===== config.mk =====
export PLATFORM = sky130hd
export DESIGN_NAME = mem_port_arbiter
export DESIGN_NICKNAME = d
export VERILOG_FILES = /design/src/rtl/mem_port_arbiter.sv
export SDC_FILE = /design/constraint.sdc
export NUM_CORES = 1
export LEC_CHECK = 0
export ABC_AREA = 1
export CELL_PAD_IN_SITES_DETAIL_PLACEMENT = 0
export CELL_PAD_IN_SITES_GLOBAL_PLACEMENT = 2
export CORE_ASPECT_RATIO = 0.9
export CORE_MARGIN = 2
export CORE_UTILIZATION = 23
export CTS_CLUSTER_SIZE = 16
export DETAILED_ROUTE_END_ITERATION = 8
export GPL_ROUTABILITY_DRIVEN = 0
export GPL_TIMING_DRIVEN = 0
export HOLD_SLACK_MARGIN = 0.1
export PLACE_DENSITY = 0.84
export SLEW_MARGIN = 0
export SYNTH_ARGS = -nofsm -noshare
export SYNTH_HDL_FRONTEND = slang
export SYNTH_SLANG_ARGS = --single-unit

===== constraint.sdc =====
create_clock -name clk -period 5.75 [get_ports clk]
set_input_delay 1.4375 -clock clk [delete_from_list [all_inputs] [get_ports clk]]
set_output_delay 1.4375 -clock clk [all_outputs]
set_load 0.05 [all_outputs]

===== src/rtl/mem_port_arbiter.sv =====
// Arbitrates a single-port memory between instruction fetch and load/store,
// holding each access stable toward memory until mem_ack and returning data to its owner.
module mem_port_arbiter #(
    parameter int ADDR_W       = 32,
    parameter int DATA_W       = 32,
    parameter int STARVE_LIMIT = 4
) (
    input  logic              clk,
    input  logic              reset,
    input  logic              if_req,
    input  logic [ADDR_W-1:0] if_addr,
    output logic              if_ready,
    output logic [DATA_W-1:0] if_rdata,
    input  logic              d_req,
    input  logic              d_we,
    input  logic [ADDR_W-1:0] d_addr,
    input  logic [DATA_W-1:0] d_wdata,
    output logic              d_ready,
    output logic [DATA_W-1:0] d_rdata,
    output logic              mem_req,
    output logic              mem_we,
    output logic [ADDR_W-1:0] mem_addr,
    output logic [DATA_W-1:0] mem_wdata,
    input  logic              mem_ack,
    input  logic [DATA_W-1:0] mem_rdata,
    output logic              busy
);

    // state    | meaning
    // IDLE     | no access outstanding; arbitrate whenever a request is high
    // SERVE_IF | fetch access presented to memory, waiting for mem_ack
    // SERVE_D  | load/store access presented to memory, waiting for mem_ack
    typedef enum logic [1:0] {
        IDLE     = 2'd0,
        SERVE_IF = 2'd1,
        SERVE_D  = 2'd2
    } state_t;

    localparam logic [3:0] LIMIT = 4'(STARVE_LIMIT);

    state_t     state;
    logic [3:0] starve_cnt;
    logic       fetch_wins;

    // Data has priority unless fetch has watched LIMIT data grants go by.
    assign fetch_wins = !d_req || (if_req && (starve_cnt == LIMIT));
    assign busy       = (state != IDLE);

    always_ff @(posedge clk or posedge reset) begin
        if (reset) begin
            state      <= IDLE;
            starve_cnt <= 4'd0;
            mem_req    <= 1'b0;
            mem_we     <= 1'b0;
            mem_addr   <= '0;
            mem_wdata  <= '0;
            if_ready   <= 1'b0;
            d_ready    <= 1'b0;
            if_rdata   <= '0;
            d_rdata    <= '0;
        end else begin
            if_ready <= 1'b0;
            d_ready  <= 1'b0;
            case (state)
                IDLE: begin
                    if (if_req || d_req) begin
                        mem_req <= 1'b1;
                        if (fetch_wins) begin
                            state      <= SERVE_IF;
                            mem_addr   <= if_addr;
                            mem_we     <= 1'b0;
                            starve_cnt <= 4'd0;
                        end else begin
                            state     <= SERVE_D;
                            mem_addr  <= d_addr;
                            mem_wdata <= d_wdata;
                            mem_we    <= d_we;
                            if (!if_req)
                                starve_cnt <= 4'd0;
                            else if (starve_cnt != LIMIT)
                                starve_cnt <= starve_cnt + 4'd1;
                        end
                    end
                end
                SERVE_IF: begin
                    if (mem_ack) begin
                        mem_req  <= 1'b0;
                        state    <= IDLE;
                        if_ready <= 1'b1;
                        if_rdata <= mem_rdata;
                    end
                end
                SERVE_D: begin
                    if (mem_ack) begin
                        mem_req <= 1'b0;
                        state   <= IDLE;
                        d_ready <= 1'b1;
                        if (!mem_we)
                            d_rdata <= mem_rdata;
                    end
                end
                default: state <= IDLE;
            endcase
        end
    end

endmodule


### After elaboration in Yosys (flattened, before gate mapping)

Index checks and enable logic that the tools add are counted.

| storage, ports and cells | value |
|---|---|
| bits in registers | 138 |
| output and inout port bits | 133 |
| word-level logic and storage cells | 50 |

| cells by class | value |
|---|---|
| add/sub/neg operators | 1 |
| equality and inequality tests | 7 |
| mux-type cells | 15 |
| bitwise gates (word level) | 2 |
| reductions and logical operators | 15 |

Operators with widths:

| operator | count |
|---|---|
| $mux 32 | 1 |
| $mux 4 | 3 |
| $reduce_and 3->1 | 4 |
| $mux 1 | 6 |
| $mux 2 | 3 |
| $reduce_and 2->1 | 3 |
| $add 4x1->4 const B | 1 |
| $eq 4x3->1 const B | 1 |
| $ne 4x3->1 const B | 1 |
| $pmux 2 s2 | 1 |
| $reduce_bool 2->1 | 2 |
| $ne 3x1->1 const B | 1 |
| $eq 2x1->1 const B | 1 |
| $eq 2x2->1 const B | 1 |
| $logic_not 2->1 | 1 |
| $logic_or 1x1->1 | 2 |
| $ne 2x1->1 const B | 1 |
| $ne 2x2->1 const B | 1 |
| $not 1->1 | 2 |
| $pmux 1 s2 | 1 |
| $reduce_or 2->1 | 1 |
| $logic_and 1x1->1 | 1 |
| $logic_not 1->1 | 1 |

### Logic depth before layout (Yosys ltp)

Gate-level depths: netlist (run 1).

| depth | value |
|---|---|
| depth in word-level cells | 6 |
| depth in mapped cells | 10 |
| depth with buffers taken out | 9 |

### Least setup slack after synthesis (run 1)

Ideal clock, no wire load.

| timing | value |
|---|---|
| kind | register -> output |
| start point | reg state[0] |
| end point | out busy |
| arrival time | 911 ps |
| path slack | 3401 ps |
| cell stages (with the launch flop) | 4 |
| buffers on the path | 0 |
| cell sequence | dfrtp_1 -> inv_1 -> ha_1 -> inv_2 |

| on the way | value |
|---|---|
| word-level cells in the longest chain between the ends | 1 |

Ends and longest elaborated chain:

| item | line | text |
|---|---|---|
| start: declaration | 41 | `state_t state;` |
| start signal: assignment | 51 | `state <= IDLE;` |
| start signal: assignment | 69 | `state <= SERVE_IF;` |
| start signal: assignment | 74 | `state <= SERVE_D;` |
| $reduce_bool 2->1 | 47 | `assign busy = (state != IDLE);` |
| end: declaration | 26 | `output logic busy` |

Every way passes these cells.

### Worst setup path after layout (run 1)

| timing | value |
|---|---|
| start point | reg state[1] |
| end point | out busy |

The elaborated chain is that of the path after synthesis.

==> metrics.csv, run 1 <==
stage,metric,value,unit
place,Area after DPL,0.00914,mm²
finish,layout cells sized above 1,6.10,%
sta,Max Fclk,282,MHz
sta,crit share post-route,61.7,%
detailed_routing,Pre-antenna DRT Iters,4,
detailed_routing,post-route ant nets,0,
synth,Post-Syn Nets,858,
sta,Max Slew Vio Count,0,
finish,Final Net Count,1144,
floorplanning,Die W,174,µm
clock_tree,clock-pin slew on the worst setup and hold paths,0.06,ns
sta,final hold vios,0,
floorplanning,I/O pins,267,
floorplanning,initial core utilization,23.2,%
clock_tree,CTS tree,done,
clock_tree,Clock Latency Late Sink,0.42,ns
global_route,vias in the first global route,5498,
setup_path,crit path DAT,2.11,ns
min_path,HP Class,flop to flop,
clock_tree,TritonCTS buffer count,17,
place,dpl ws,2.54,ns
place,Port Buffers,266,
global_route,first-pass GRT wire length,30700,µm
detailed_routing,Post-Route WL,19500,µm
sta,final setup fails,0,
pwr,maximum VDD drop,0.286,mV
global_route,grt ovf,0,
finish,Layout area overhead,62.5,%
global_route,GRT Overall Usage,14.5,%
place,dpl cells,1333,
place,DP HPWL,14200,µm
finish,Layout Cells excl Fill,1365,
synth,YS warnings,0,
setup_path,critical path class,flop to primary output,
clock_tree,H-Tree Depth,4,
run,max_cap viols,0,
finish,final instance area,0.00976,mm²
synth,Mapped Avg Cell Area,8.37,µm²
pwr,total power,6.31,mW
sta,Worst Max-Slew Pin Slew,0.599,ns
finish,area of the multi-input gates,0.00181,mm²
detailed_routing,# DRC,0,
finish,"commonest non-fill, non-tap cells in the layout","clkdlybuf4s50_1 (266), nand2_1 (207), inv_1 (142), dfrtp_1 (138)",
sta,min Tclk post-route,3.55,ns
synth,"Seq/Total Area, Yosys",57.5,%
finish,Reg area,0.00345,mm²
synth,library cells used by synthesis,24,
floorplanning,die height,157,µm
finish,Antenna Cells,0,
sta,slew margin rel.,59.9,%
clock_tree,Root Buffer,clkbuf_16,
setup_path,"Max FO, Critical Path",6,
sta,setup ws final,2.20,ns
setup_path,crit path launch type,flop,
sta,Final Skew,0.0110,ns
sta,RSZ-0062 raised after global routing,no,
detailed_routing,drt initial violations,296,
clock_tree,post_cts resized,0,
setup_path,CP Capture Type,primary output,
global_route,initial antenna violation count,0,
pwr,Leak Pwr,4.83,nW
finish,Fill cells,2605,
detailed_routing,via count,5476,
detailed_routing,post-DR wirelength/cell,14.3,µm
floorplanning,core footprint,0.0259,mm²
floorplanning,die footprint,0.0274,mm²
detailed_routing,vias per cell,4.01,
finish,"most common cell after layout, fill and taps aside",clkdlybuf4s50_1,
global_route,largest net degree at the start of global routing,93,
synth,Synth Cell Area,0.00601,mm²
synth,Yosys reg bits,138,
setup_path,required time of the worst setup path,4.31,ns
clock_tree,clock sink total,138,
clock_tree,hold_buf cts,0,
clock_tree,clock buffer depth,2,
floorplanning,row cnt,56,
synth,gate count of the mapped netlist,718,
pwr,pwr/cell area,647,mW/mm²
clock_tree,Post-CTS Setup Inserts,0,
status,status,"finished, final reports clean",
-- Yosys cell counts (all sizes together) --
master	count	area (µm²)
ha	6	75.1
nand4	2	12.5
a21boi	1	7.51
inv	146	548
buf	21	141
nand2	209	795
o22ai	1	6.26
clkbuf	15	57.6
nand3	71	360
dfrtp	138	3450
a21oi	3	15.0
nor2	5	36.3
o21ai	100	500
-- final timing paths --
check	from	to	slack, ns	cells after the start
hold / removal	mem_addr[1]	mem_addr[1]	0.48	2
min in group asynchronous	reset	if_rdata[23]	1.43	2
setup reg to reg	state[0]	mem_addr[1]	3.88	8
max in group asynchronous	reset	mem_addr[12]	3.47	3
setup / recovery	state[1]	busy	2.20	4
hold reg to reg	mem_addr[1]	mem_addr[1]	0.48	2
-- cell type report --
| class | count | area share [%] |
|---|---|---|
| flip-flops and latches | 138 | 35.4 |
| clock buffers | 17 | 4.36 |
| clock inverters | 15 | 2.03 |
| well taps | 348 | 4.46 |
| plain buffers | 36 | 2.04 |
| multi-input cells | 398 | 18.5 |
| inverters | 146 | 5.67 |
| repair buffers | 267 | 27.6 |
-- power breakdown --
| part | switching (mW) | internal [mW] |
|---|---|---|
| combinational | 2.35 | 1.10 |
| clock | 0.512 | 0.670 |
| sequential | 0.256 | 1.42 |
-- logic make-up after synthesis --
| kind of cell | after synthesis | share of synthesized area (%) |
|---|---|---|
| simple gates | 287 | 20.0 |
| buf+inv | 182 | 12.4 |
| flops | 138 | 57.5 |
| compound gates | 105 | 8.81 |
| fa+ha+maj | 6 | 1.25 |
-- worst max-delay path, cell delays in order (launching register included) --
cell             delay, ns
dfrtp_1               0.39
inv_1                 0.08
ha_1                  0.29
inv_2                 0.11
clkdlybuf4s50_1       0.81
-- sequential cells by signal (all words and copies together), names as in the netlist --
name / count
mem_wdata: 32
mem_addr: 32
d_ready: 1
mem_we: 1
d_rdata: 32
mem_req: 1
if_rdata: 32
starve_cnt: 4
if_ready: 1
state: 2
-- metal layers --
metal | wire length [µm] | part of all wire (%) | track usage, % | vias up
li1 | - | - | - | 2762
met1 | 9120 | 47 | 19.3 | 2505
met4 | 187 | 0.96 | 3.36 | 0
met3 | 1710 | 8.7 | 6.04 | 13
met2 | 8510 | 44 | 21.8 | 196
met5 | 0 | 0 | 0 | -
-- stage by stage --
stage	TNS, ns	hold WS [ns]	util, %
final	0	0.481	37.8
after global routing	0	0.499	37.8
after CTS	0	0.487	37.8
after detailed placement	0	0.468	35.3
after global placement	-251.47	0.461	35.2
after floorplan	0	0.514	-
Power figures use the tool's default switching activity.
==> run 2, diff against run 1 <==
==> constraint.sdc (replaced) <==
create_clock -name clk -period 3.55 [get_ports clk]
set_input_delay 0.8875 -clock clk [delete_from_list [all_inputs] [get_ports clk]]
set_output_delay 0.8875 -clock clk [all_outputs]
set_load 0.05 [all_outputs]
==> run 2 against run 1 <==
Global-route usage up 0.22 points. Critical endpoint unchanged. Clock power up 49%. Combinational power up 62%. Hold slack worse by 0.0010 ns. Sequential share of layout area unchanged. Non-clock buffer count up 3. Die area unchanged. Register-to-register slack worse by 2.2 ns. Design area unchanged. First-iteration DRC count down 22%. Critical path depth unchanged.
==> metrics.csv, run 2 (synthesis gave the netlist of run 1 again) <==
stage,metric,value,unit,change
status,status,"finished, final reports clean",,unchanged
finish,"most common cell after layout, fill and taps aside",clkdlybuf4s50_1,,unchanged
detailed_routing,drt initial violations,231,,was 296
pwr,total power,10.1,mW,was 6.31 mW
floorplanning,die footprint,0.0274,mm²,unchanged
global_route,largest net degree at the start of global routing,39,,was 93
global_route,GRT Overall Usage,14.7,%,was 14.5%
global_route,initial antenna violation count,0,,unchanged
detailed_routing,vias per cell,4.02,,was 4.01
place,Port Buffers,266,,unchanged
run,max_cap viols,0,,unchanged
pwr,pwr/cell area,1030,mW/mm²,was 647 mW/mm²
clock_tree,Clock Latency Late Sink,0.43,ns,was 0.42 ns
setup_path,"Max FO, Critical Path",6,,unchanged
sta,crit share post-route,84.8,%,
global_route,grt ovf,0,,unchanged
floorplanning,die height,157,µm,unchanged
finish,Antenna Cells,0,,unchanged
global_route,met1 Use GR,18.9,%,was 19.3%
clock_tree,clock sink total,138,,unchanged
sta,Setup TNS,0,ns,unchanged
detailed_routing,post-DR wirelength/cell,14.5,µm,was 14.3 µm
place,Area after DPL,0.00919,mm²,was 0.00914 mm²
sta,final hold vios,0,,unchanged
setup_path,required time of the worst setup path,2.66,ns,was 4.31 ns
setup_path,crit path cell chain,inv_1 -> ha_1 -> inv_2 -> clkdlybuf4s50_1,,unchanged
setup_path,crit path DAT,2.12,ns,was 2.11 ns
global_route,grt met2 use,23.0,%,was 21.8%
clock_tree,Root Buffer,clkbuf_16,,unchanged
finish,"Core Util, Final",37.8,%,unchanged
finish,"commonest non-fill, non-tap cells in the layout","clkdlybuf4s50_1 (266), nand2_1 (207), inv_1 (142), dfrtp_1 (138)",,unchanged
setup_path,critical path class,flop to primary output,,unchanged
floorplanning,Die W,174,µm,unchanged
finish,Reg area,0.00345,mm²,unchanged
place,DP HPWL,14500,µm,"was 14,200 µm"
sta,Final Skew,0.0213,ns,was 0.0110 ns
detailed_routing,post-route ant nets,0,,unchanged
floorplanning,I/O pins,267,,unchanged
sta,final setup fails,0,,unchanged
clock_tree,clock-pin slew on the worst setup and hold paths,0.07,ns,was 0.06 ns
finish,layout cells sized above 1,6.37,%,was 6.10%
clock_tree,H-Tree Depth,4,,unchanged
clock_tree,TritonCTS buffer count,17,,unchanged
finish,Final Net Count,1147,,"was 1,144"
global_route,busiest metal layer after global routing,met2,,unchanged
clock_tree,Post-CTS Setup Inserts,0,,unchanged
detailed_routing,# DRC,0,,unchanged
sta,Worst Max-Slew Pin Slew,0.583,ns,was 0.599 ns
min_path,HP Class,flop to flop,,unchanged
setup_path,max incr delay on CP,0.82,ns,was 0.81 ns
clock_tree,post_cts resized,0,,unchanged
sta,RSZ-0062 raised after global routing,no,,unchanged
global_route,met3 usage,5.72,%,was 6.04%
finish,Layout area overhead,62.5,%,unchanged
sta,slew margin rel.,61.0,%,was 59.9%
global_route,vias in the first global route,5592,,"was 5,498"
floorplanning,row cnt,56,,unchanged
setup_path,crit path launch type,flop,,unchanged
floorplanning,core footprint,0.0259,mm²,unchanged
sta,Max Fclk,332,MHz,
setup_path,CP Capture Type,primary output,,unchanged
clock_tree,CTS tree,done,,unchanged
finish,final instance area,0.00976,mm²,unchanged
detailed_routing,via count,5506,,"was 5,476"
detailed_routing,Pre-antenna DRT Iters,4,,unchanged
pwr,maximum VDD drop,0.388,mV,was 0.286 mV
finish,Fill cells,2665,,"was 2,605"
detailed_routing,Post-Route WL,19800,µm,"was 19,500 µm"
floorplanning,initial core utilization,23.2,%,unchanged
setup_path,CP max stage cell,clkdlybuf4s50_1,,unchanged
clock_tree,hold_buf cts,0,,unchanged
clock_tree,clock buffer depth,2,,unchanged
finish,area of the multi-input gates,0.00181,mm²,unchanged
pwr,Leak Pwr,4.83,nW,about the same
sta,min Tclk post-route,3.01,ns,
global_route,first-pass GRT wire length,31200,µm,"was 30,700 µm"
sta,Max Slew Vio Count,0,,unchanged
run 2: cell types whose count changed in the layout (fill, tap and decap cells not counted), sizes merged:
cell      before  now
bufinv         2    0
inv          157  155
clkinvlp       1    2
clkinv         1    4
buf           22   25
run 2: layer usage:
layer / share of wire [%] / wire length [µm]
met5: 0 / 0
met4: 0.86 / 171
met3: 8.4 / 1670
met2: 45 / 8840
met1: 46 / 9150
run 2: report_power, final:
| part | total (mW) | leakage [nW] | switching [mW] | internal, mW |
|---|---|---|---|---|
| logic | 5.60 | 2.83 | 3.81 | 1.79 |
| clock network | 1.76 | 0.282 | 0.826 | 0.936 |
| registers | 2.71 | 1.72 | 0.409 | 2.30 |
| total | 10.1 | 4.83 | 5.05 | 5.03 |
run 2: final timing paths:
path / slack [ns] / from / cells past startpoint / end
min reg2reg: 0.48 / mem_addr[19] / 2 / mem_addr[19]
min: 0.48 / mem_addr[19] / 2 / mem_addr[19]
max: 0.54 / state[0] / 4 / busy
min in group asynchronous: 0.76 / reset / 2 / d_rdata[23]
max in group asynchronous: 2.09 / reset / 4 / if_rdata[3]
max reg2reg: 1.70 / starve_cnt[0] / 9 / mem_addr[11]
run 2: through the flow:
stage | hold slack [ns] | worst slack, ns | cells
floorplan | 0.514 | 0.941 | 718
global placement | 0.462 | -0.581 | 1332
detailed placement | 0.467 | 0.916 | 1336
CTS | 0.483 | 0.487 | 1368
global route | 0.504 | 0.419 | 1368
finish | 0.480 | 0.541 | 1368
run 2: critical path: cells and delay by family, from the launching register on:
| kind | cells | cell delay (ns) |
|---|---|---|
| flops | 1 | 0.37 |
| buf+inv | 3 | 1.03 |
| fa+ha+maj | 1 | 0.31 |
run 2: area by class of cell:
cell class | instances | share of cell area [%]
multi-input cells | 398 | 18.5
plain buffers | 36 | 2.04
flip-flops and latches | 138 | 35.4
well taps | 348 | 4.46
clock buffers | 17 | 4.36
clock inverters | 15 | 1.50
inverters | 146 | 5.65
repair buffers | 270 | 28.1
